## src/rtl/pipe_ctrl.sv

```systemverilog
// Pipeline control: builds the stall vector and the flush/jump redirects, latches
// interrupts until a clean RUN boundary, and sequences debug halt entry, drain and resume.
`ifndef STALL_WIDTH
`define STALL_WIDTH 4
`endif
`ifndef STALL_PC
`define STALL_PC 0
`define STALL_IF 1
`define STALL_ID 2
`define STALL_EX 3
`endif

module pipe_ctrl #(
  parameter int unsigned DRAIN_CYCLES = 2
) (
  input  logic                    clk,
  input  logic                    rst_n,
  input  logic                    jump_req_i,
  input  logic [31:0]             jump_addr_i,
  input  logic                    ex_hold_req_i,
  input  logic                    int_req_i,
  input  logic [31:0]             int_addr_i,
  input  logic [31:0]             resume_pc_i,
  input  logic                    dbg_halt_req_i,
  input  logic                    dbg_resume_req_i,
  output logic [`STALL_WIDTH-1:0] stall_o,
  output logic                    flush_o,
  output logic                    jump_o,
  output logic [31:0]             jump_addr_o,
  output logic                    int_ack_o,
  output logic                    dbg_halted_o
);

  typedef enum logic [1:0] {RUN, HALT_WAIT, DRAIN, HALTED} state_t;

  localparam logic [`STALL_WIDTH-1:0] STALL_ALL = '1;
  localparam logic [`STALL_WIDTH-1:0] STALL_PC_ONLY = `STALL_WIDTH'(1) << `STALL_PC;

  state_t      state_q, state_d;
  logic        int_pend_q;
  logic [31:0] int_addr_q;
  logic        halt_pend_q;
  logic [31:0] resume_pc_q;
  logic [3:0]  drain_cnt_q;
  logic        dbg_halted_q;

  logic                    int_take;
  logic                    halt_enter;
  logic [`STALL_WIDTH-1:0] stall_c;
  logic                    flush_c;
  logic                    jump_c;
  logic [31:0]             jump_addr_c;
  logic                    int_ack_c;

  always_comb begin
    state_d     = state_q;
    stall_c     = '0;
    flush_c     = 1'b0;
    jump_c      = 1'b0;
    jump_addr_c = 32'h0;
    int_ack_c   = 1'b0;
    int_take    = 1'b0;
    halt_enter  = 1'b0;
    unique case (state_q)
      RUN: begin
        if (jump_req_i) begin
          flush_c     = 1'b1;
          jump_c      = 1'b1;
          jump_addr_c = jump_addr_i;
        end else if (ex_hold_req_i) begin
          stall_c = STALL_ALL;
        end else if (halt_pend_q) begin
          state_d = HALT_WAIT;
        end else if (int_pend_q) begin
          flush_c     = 1'b1;
          jump_c      = 1'b1;
          jump_addr_c = int_addr_q;
          int_ack_c   = 1'b1;
          int_take    = 1'b1;
        end
      end
      HALT_WAIT: begin
        if (jump_req_i) begin
          flush_c     = 1'b1;
          jump_c      = 1'b1;
          jump_addr_c = jump_addr_i;
        end else if (ex_hold_req_i) begin
          stall_c = STALL_ALL;
        end else begin
          // Refetch from the oldest un-executed PC; the jump overrides the PC stall.
          flush_c     = 1'b1;
          jump_c      = 1'b1;
          jump_addr_c = resume_pc_i;
          stall_c     = STALL_PC_ONLY;
          halt_enter  = 1'b1;
          state_d     = DRAIN;
        end
      end
      DRAIN: begin
        stall_c = STALL_ALL;
        if (drain_cnt_q == 4'd1) state_d = HALTED;
      end
      HALTED: begin
        stall_c = STALL_ALL;
        if (dbg_resume_req_i) begin
          flush_c     = 1'b1;
          jump_c      = 1'b1;
          jump_addr_c = resume_pc_q;
          stall_c     = '0;
          state_d     = RUN;
        end
      end
      default: state_d = RUN;
    endcase
  end

  always_ff @(posedge clk or negedge rst_n) begin
    if (!rst_n) begin
      state_q      <= RUN;
      int_pend_q   <= 1'b0;
      int_addr_q   <= 32'h0;
      halt_pend_q  <= 1'b0;
      resume_pc_q  <= 32'h0;
      drain_cnt_q  <= 4'd0;
      dbg_halted_q <= 1'b0;
    end else begin
      state_q      <= state_d;
      dbg_halted_q <= (state_d == HALTED);
      // A request arriving in the take cycle re-arms the pending flag.
      if (int_req_i) begin
        int_pend_q <= 1'b1;
        int_addr_q <= int_addr_i;
      end else if (int_take) begin
        int_pend_q <= 1'b0;
      end
      if (halt_enter) begin
        halt_pend_q <= 1'b0;
      end else if (dbg_halt_req_i && state_q == RUN) begin
        halt_pend_q <= 1'b1;
      end
      if (halt_enter) resume_pc_q <= resume_pc_i;
      if (halt_enter) begin
        drain_cnt_q <= 4'(DRAIN_CYCLES);
      end else if (state_q == DRAIN) begin
        drain_cnt_q <= drain_cnt_q - 4'd1;
      end
    end
  end

  // Combinational outputs are forced low while reset is asserted.
  assign stall_o      = rst_n ? stall_c     : '0;
  assign flush_o      = rst_n ? flush_c     : 1'b0;
  assign jump_o       = rst_n ? jump_c      : 1'b0;
  assign jump_addr_o  = rst_n ? jump_addr_c : 32'h0;
  assign int_ack_o    = rst_n ? int_ack_c   : 1'b0;
  assign dbg_halted_o = dbg_halted_q;

endmodule

```

## config.mk

```make
export PLATFORM = sky130hd
export DESIGN_NAME = pipe_ctrl
export DESIGN_NICKNAME = d
export VERILOG_FILES = /design/src/rtl/pipe_ctrl.sv
export SDC_FILE = /design/constraint.sdc
export NUM_CORES = 1
export LEC_CHECK = 0
export BUFFER_PORTS_ARGS = -buffer_cell sky130_fd_sc_hd__buf_2
export CORE_ASPECT_RATIO = 1.25
export CORE_MARGIN = 1
export CORE_UTILIZATION = 45
export CTS_BUF_LIST = sky130_fd_sc_hd__clkbuf_4
export DETAILED_ROUTE_END_ITERATION = 12
export GPL_ROUTABILITY_DRIVEN = 0
export MAX_ROUTING_LAYER = met4
export PLACE_DENSITY = 0.72
export SLEW_MARGIN = 40
export SYNTH_ARGS = -nofsm -noshare
export SYNTH_HDL_FRONTEND = slang
export SYNTH_SLANG_ARGS = --single-unit
export TNS_END_PERCENT = 10
```

## constraint.sdc

```tcl
create_clock -name clk -period 2.8 [get_ports clk]
set_input_delay 0 -clock clk [delete_from_list [all_inputs] [get_ports clk]]
set_output_delay 0 -clock clk [all_outputs]
set_load 0.05 [all_outputs]
```

# [Yosys cells after proc, flatten, opt, wreduce, memory -nomap -nowiden]
# Cells that the tools add are included.
# W data, S select, Z words.
[totals] out_inout_bits=40 regBits=73 word_cells=62 input_bits=103
[op_classes] n_reduce_logical=5 eq_ne=5 mux=44 addsub=1
[op_table] op="$mux W32" n=8
[op_table] op="$pmux W32 S3" n=1
[op_table] op="$mux W4" n=8
[op_table] op="$mux W1" n=17
[op_table] op="$pmux W4 S4" n=1
[op_table] op="$mux W2" n=7
[op_table] op="$pmux W2 S4" n=1
[op_table] op="$eq A2 B2 Y1 const B" n=3
[op_table] op="$reduce_bool A2 Y1" n=3
[op_table] op="$eq A4 B1 Y1 const B" n=1
[op_table] op="$sub A4 B1 Y4 const B" n=1
[op_table] op="$pmux W1 S3" n=1
[op_table] op="$eq A2 B1 Y1 const B" n=1
[op_table] op="$logic_not A2 Y1" n=1
[op_table] op="$logic_and A1 B1 Y1" n=1

# [Logic depth before layout (Yosys ltp)]
# Gate-level depths: netlist of the first run.
[logic_depth] ltp_word=7 ltp_mapped=6 mapped_depth_nobuf=5

# [Worst setup path after synthesis of the first run]
# OpenSTA, ideal clock, no wires.
[synth_path] kind="register -> output" startpoint="register state_q[1]" endpoint="output stall_o[2]" slack_ns=0.903 arrival_ns=1.897 required_ns=2.800 n_path_buf=2 stages_incl_launch_ff=6 path_cell_list="dfrtp_1 buf_4 nor3b_1 a21oi_1 nor2b_1 buf_4"
[synth_between] elab_chain_len=3 word_cells_on_any_way=6 classes_between="3 x eq/ne; 2 x mux; 1 x reduce/logical"
[synth_rtl] element="from (decl)" line_no="39" source="state_t state_q, state_d;"
[synth_rtl] element="from (signal assigned)" line_no="127" source="state_q <= state_d;"
[synth_rtl] element="$eq A2 B2 Y1, or another cell as far along" line_no="64" source="unique case (state_q)"
[synth_rtl] element="$pmux W4 S4 *" line_no="64"
[synth_rtl] element="$mux W4 *" line_no="151" source="assign stall_o = rst_n ? stall_c : '0;"
[synth_rtl] element="to (decl)" line_no="26" source="output logic [`STALL_WIDTH-1:0] stall_o,"
# Mark *: on every way between the ends. The rest lies on a longest branch, timed or not.

# [Worst setup path after layout of the first run]
[layout_path] startpoint="register int_pend_q" endpoint="output jump_addr_o[19]"
[layout_between] elab_chain_len=6
[layout_rtl] element="from (decl)" line_no="40" source="logic int_pend_q;"
[layout_rtl] element="from (signal assigned)" line_no="120" source="int_pend_q <= 1'b0;"
[layout_rtl] element="from (signal assigned)" line_no="131" source="int_pend_q <= 1'b1;"
[layout_rtl] element="from (signal assigned)" line_no="134" source="int_pend_q <= 1'b0;"
[layout_rtl] element="$mux W32" line_no="74" source="end else if (int_pend_q) begin"
[layout_rtl] element="$mux W32" line_no="72" source="end else if (halt_pend_q) begin"
[layout_rtl] element="$mux W32" line_no="70" source="end else if (ex_hold_req_i) begin"
[layout_rtl] element="$mux W32" line_no="66" source="if (jump_req_i) begin"
[layout_rtl] element="$pmux W32 S3" line_no="64"
[layout_rtl] element="$mux W32" line_no="154" source="assign jump_addr_o = rst_n ? jump_addr_c : 32'h0;"
[layout_rtl] element="to (decl)" line_no="29" source="output logic [31:0] jump_addr_o,"
# No other way between the ends.

==> results of run 1 <==
==> layer usage <==
metal,up-vias,global-route usage
met5,-,-
met1,1821,0.2937
met3,37,0.03282
met4,0,0.1500
li1,1746,-
met2,152,0.4398
==> layout make-up <==
| class | count | area (µm²) | share of cell area |
|---|---|---|---|
| Antenna cell | 1 | 2.502 | 0.0004447 |
| Timing Repair Buffer | 222 | 1484 | 0.2637 |
| Inverter | 4 | 15.01 | 0.002668 |
| Clock inverter | 6 | 58.81 | 0.01045 |
| Multi-Input combinational cell | 240 | 2014 | 0.3580 |
| Clock buffer | 10 | 75.07 | 0.01334 |
| Tap cell | 120 | 150.1 | 0.02668 |
| Sequential cell | 73 | 1827 | 0.3247 |
==> power groups by stage <==
| stage | registers [mW] | logic (mW) | clock network (mW) |
|---|---|---|---|
| final | 1.60 | 1.62 | 0.661 |
| after global routing | 1.64 | 1.74 | 0.725 |
| after CTS | 1.59 | 1.62 | 0.670 |
| after detailed placement | 1.62 | 1.54 | 0 |
| after global placement | 1.59 | 1.51 | 0 |
| after floorplan | 1.54 | 1.23 | 0 |
==> path summary, 6_finish.rpt <==
kind,start,endpoint,slack (ns),cells past startpoint
max,int_pend_q,jump_addr_o[19],0.50,5
min,ex_hold_req_i,state_q[0],0.06,4
max reg2reg,state_q[0],resume_pc_q[18],1.02,3
min reg2reg,resume_pc_q[17],resume_pc_q[17],0.52,1
max in group asynchronous,rst_n,dbg_halted_o,1.80,3
min in group asynchronous,rst_n,resume_pc_q[0],0.24,3
==> state kept, by name (all words and copies together) (netlist names) <==
signal        count
drain_cnt_q       4
int_addr_q       32
state_q           2
halt_pend_q       1
dbg_halted_o      1
int_pend_q        1
resume_pc_q      32
==> cells by family (layout without fill, tap and decap cells) <==
logic type	count (synthesis)	after routing	share of synthesized area
DFF	73	73	0.4517
buffers and inverters	38	242	0.05384
and+or+nand+nor	60	60	0.07673
muxes	95	95	0.2550
adders and majority gates	2	2	0.006187
AOI/OAI and AO/OA	82	82	0.1544
other	0	1	0
xor gates and xnor gates	1	1	0.002166
==> layout by cell type, fill, tap and decap left out, types with 2 or more instances in the layout <==
master,Yosys,final
clkinvlp_4,0,2
o21bai_1,3,3
buf_2,21,141
dlygate4sd3_1,0,68
buf_4,5,13
nor3b_1,4,4
mux2_2,64,64
a22oi_1,31,31
or3_1,2,2
nand2b_1,2,2
mux2i_1,31,31
nand2_1,33,33
o21ai_0,6,6
nand3b_1,2,2
a21oi_1,6,6
dfrtp_1,73,73
o221ai_1,31,31
ha_1,2,2
clkbuf_4,0,10
nand4_1,2,2
and2_1,2,2
inv_1,4,4
clkinv_2,0,2
nor2_1,4,3
==> timing repair <==
item	CTS	global route
buffers inserted	0	0
hold buffers	68	0
endpoints found under the hold margin	140	0
==> stage by stage <==
| step | setup WS [ns] | utilization |
|---|---|---|
| 2_1_floorplan | 0.9033 | - |
| 3_3_place_gp | 1.017 | 0.5528 |
| 3_5_place_dp | 0.9753 | 0.5528 |
| 4_1_cts | 0.4955 | 0.6464 |
| 5_1_grt | 0.2594 | 0.6467 |
| 6_report | 0.4985 | 0.6467 |
==> worst max-delay path, stage by stage (launching register included) <==
cell and delay (ns):
dfrtp_1 0.40, nor3b_1 0.16, o21ai_2 0.56, buf_4 0.37, o221ai_1 0.14, buf_2 0.23
==> flow_summary.ini, run 1 <==
[routing]
drtIter0Drc = 228
num_vias = 3756
drc = 0
avgRoutedWirePerCell_um = 16.77
met2WireLength_mm = 5.942
top_layer = met4
first_pass_iters = 4
met1_length_mm = 4.493
drtAntennaViolNets = 0
wirelength_mm = 11.34
dr_wl_met3_um = 570
vias_per_cell = 5.556

[layout]
stdcell_area_um2 = 5627
syn2layout_area_growth_pct = 39.14
final_cell_count_no_fill = 676
nets = 655
num-fill-cells = 696
drive_gt1_frac = 0.4270

[pwr]
power.net_switching_mw = 1.578
seqPwrFrac = 0.411
powerDensity_nw_per_um2 = 689.9
clockPowerShare = 0.170
ir_drop_v = 0.0004305
p_int_mw = 2.304
p_total_mw = 3.882
power.combinational.fraction = 0.418
swShare = 0.4066
leakage_nw = 2.626

[worst_setup_path]
critPathRequiredTime_ns = 2.80
setup.worst_path.end_class = primary output
crit_fanout = 17
worst_setup_path_start_kind = flip-flop
crit_arrival_ns = 2.30
path_class = flip-flop to primary output

[synth]
netlist_area_um2 = 4044
synth_commonest_cells = dfrtp_1 (73), mux2_2 (64), nand2_1 (33)
synth_seq_cells = 73
yosys-top-cells-area = dfrtp_1 (45%), mux2_2 (18%), mux2i_1 (7.7%)
yosysTopAreaCell = dfrtp_1
synthCells = 351
syn-num-nets = 456
synthFlopType = dfrtp_1
synth_top_area_share = 0.4517
ys_seq_area_frac = 0.4517
synth_cell_type_count = 38
ys_warn_count = 0
avgSynthCellArea_um2 = 11.52
synth-edff-count = 0
yosysMostFrequentCell = dfrtp_1
async_flop_share = 1.000

[clock_tree]
insertion_delay_ns = 0.44
cts_resized = 0
clk_path_buf_depth = 2
clkSinkCount = 73
clk_pin_slew_ns = 0.12
cts_tree = yes
cts-root-buf = clkbuf_4
numCtsBuffers = 9
htreeDepth = 3

[sta]
slew_viol_final = 0
fin_setup_tns_ns = 0
skew_ns = 0.02055
holdWs_ns = 0.06206
min_period_ns = 2.302
setup_viol = 0
max_freq_ghz = 0.4345
rsz0062_at_grt = no
tightest_slew_ns = 0.8024
max_slew_margin = 0.4650
timing.final.crit_share = 0.8220
finalHoldViolCount = 0

[global_route]
grt_pass1_wl_mm = 17.99
track_usage = 0.2596
grt_max_degree = 34
grt_pass1_vias = 3790
antenna_found_initial = 1
gr-total-overflow = 0

[status]
outcome = complete, no violations

[floorplan]
rows = 38
coreArea_um2 = 8701
start_util = 0.4648
die_w_um = 86.79
die_h_um = 108.0
pin_count = 143
die_area_um2 = 9372

[placement]
dp_cells = 591
port_buffers = 142
dp_hpwl_mm = 7.198
place_area_um2 = 4810

[flow_run]
cap_violations = 0

[hold_path]
hold_class = input port to flip-flop
(Power assumes the default switching activity.)
==> inputs of run 2 (changes only) <==
Settings changed: ABC_AREA set to 1, PLACE_DENSITY 0.72 to 0.73.
Clock period 2.8 ns to 1.91 ns, I/O delays scaled along.
==> run 2 against run 1 <==
Clock power is 46% higher. Die area is 14% higher. Setup slack lost 0.42 ns. Critical endpoint is now jump_addr_o[0]. Routed wire length increased by 33%. Synthesized cell count is 110% higher. Design area is 16% higher. Via count grew 46%.
==> flow_summary.ini, run 2 <==
[status]
outcome = complete, no violations

[worst_setup_path]
timing.rr.start = state_q[1]
crit_arrival_ns = 1.84
ff2ff_path_depth = 5
critPathRequiredTime_ns = 1.91
path_class = flip-flop to primary output
reg2reg_to = resume_pc_q[30]
cp-startpoint = state_q[1]
crit_fanout = 16
setup.worst_path.end_class = primary output
worst-r2r-setup-slack_ns = 0.32
worst_setup_path_start_kind = flip-flop

[routing]
wirelength_mm = 15.07
drc = 0
num_vias = 5476
drtAntennaViolNets = 0
vias_per_cell = 5.127
first_pass_iters = 7
avgRoutedWirePerCell_um = 14.11
drtIter0Drc = 451

[synth]
synthFlopType = dfrtp_1
syn-num-nets = 837
netlist_area_um2 = 4637
synth_commonest_cells = nand2_1 (299), nor2_1 (163), dfrtp_1 (73), a21oi_1 (63), nand3_1 (38)
avgSynthCellArea_um2 = 6.335
synthCells = 732
synth_top_area_share = 0.3940
yosys-top-cells-area = dfrtp_1 (39%), nand2_1 (24%), nor2_1 (13%)
yosysTopAreaCell = dfrtp_1
synth_cell_type_count = 25
ys_seq_area_frac = 0.3940
ys_warn_count = 0
synth-edff-count = 0
synth_seq_cells = 73
async_flop_share = 1.000
yosysMostFrequentCell = nand2_1

[layout]
nets = 1039
diodes = 0
drive_gt1_frac = 0.2194
final_common_cell = nand2_1
final_cell_count_no_fill = 1068
reg_top3 = int_addr_q: 32 flops, resume_pc_q: 32 flops, drain_cnt_q: 4 flops
final_cell_mix = nand2_1 (298), nor2_1 (160), buf_2 (106)
stdcell_area_um2 = 6519
syn2layout_area_growth_pct = 40.58
post-route-util = 0.6483

[sta]
slew_viol_final = 0
max_freq_ghz = 0.5448
finalWorstSetupSlack_ns = 0.07441
timing.final.crit_share = 0.9610
fin_setup_tns_ns = 0
rsz0062_at_grt = yes
min_period_ns = 1.836
max_slew_margin = 0.5497
tightest_slew_ns = 0.6755
setup_viol = 0
holdWs_ns = 0.05285
finalHoldViolCount = 0
skew_ns = 0.01843

[clock_tree]
insertion_delay_ns = 0.43
cts-root-buf = clkbuf_4
htreeDepth = 3
clk_pin_slew_ns = 0.13
cts_tree = yes
numCtsBuffers = 9
clkSinkCount = 73
clk_path_buf_depth = 2

[placement]
port_buffers = 142
pre_cts_ws_ns = 0.2632
dp_hpwl_mm = 9.365
place_area_um2 = 5374
dp_cells = 972

[global_route]
grt_pass1_vias = 5010
antenna_found_initial = 0
grt_pass1_wl_mm = 23.53
grt_max_degree = 74
gr-total-overflow = 0
track_usage = 0.2878

[flow_run]
cap_violations = 0

[floorplan]
die_area_um2 = 10720
die_w_um = 92.80
coreArea_um2 = 10050
pin_count = 143
rows = 41
die_h_um = 115.5
start_util = 0.4612

[pwr]
leakage_nw = 3.408
ir_drop_v = 0.0004585
p_total_mw = 6.765
powerDensity_nw_per_um2 = 1038

[hold_path]
min_to = halt_pend_q
min_path_cells = 4
hold_class = input port to flip-flop
hold_start = dbg_halt_req_i
## run 2: cell count changes in the layout (fill, tap and decap cells not counted), moves of 26 or more
cell / before / now
a21oi_1: 6 / 56
a22oi_1: 31 / 0
buf_2: 141 / 106
buf_4: 13 / 39
mux2_2: 64 / 0
mux2i_1: 31 / 0
nand2_1: 33 / 298
nand3_1: 1 / 37
nor2_1: 3 / 160
o221ai_1: 31 / 0
## run 2: final cells by class
type                    count  area [µm²]
multi-input cells         586        2467
repair buffers            242        1842
well taps                 129       161.4
fillers                   943        3536
clock buffers              10       75.07
inverters                  22       85.08
flip-flops and latches     73        1829
clock inverters             6       58.81
## run 2: logic make-up after synthesis
logic type / share of synthesized area
buffers and inverters: 0.08770
AOI/OAI and AO/OA: 0.08338
and+or+nand+nor: 0.4296
adders and majority gates: 0.005396
DFF: 0.3940
## run 2: layer usage
metal  global-route usage  share of wire  vias up
met5                    -              0        -
met4               0.1056          0.015        0
met3              0.04659          0.073       24
met2               0.4711           0.50      282
met1               0.3602           0.41     2509
li1                     -              -     2661
## run 2: worst max path at each step
stage / slack [ns] / to / depth (start not counted)
global placement: 0.31 / jump_addr_o[0] / 6
finish: 0.07 / jump_addr_o[0] / 7
floorplan: 0.003 / jump_o / 6
global route: -0.06 / jump_addr_o[23] / 7
CTS: -0.02 / jump_addr_o[22] / 5
detailed placement: 0.26 / jump_addr_o[0] / 6
## run 2: critical path, stage by stage, from the launching register on
cell,delay [ns]
dfrtp_2,0.49
inv_2,0.09
nand2_2,0.06
buf_4,0.20
nor2_1,0.13
a21oi_1,0.09
a21oi_2,0.16
buf_6,0.18
## run 2: report_power, final
part | total, mW | leakage (nW) | internal, mW | switching, mW
logic | 3.47 | 2.44 | 1.29 | 2.18
clock network | 0.964 | 0.0715 | 0.405 | 0.559
registers | 2.33 | 0.894 | 2.02 | 0.310
## run 2: timing repair
item / CTS / global route
setup endpoints to repair: 38 / 37
setup buffers: 1 / 1
hold buffers: 77 / 0
hold endpoints to repair: 138 / 0
pin swaps: 0 / 6
gates resized for setup: 10 / 86
cloned: 0 / 1
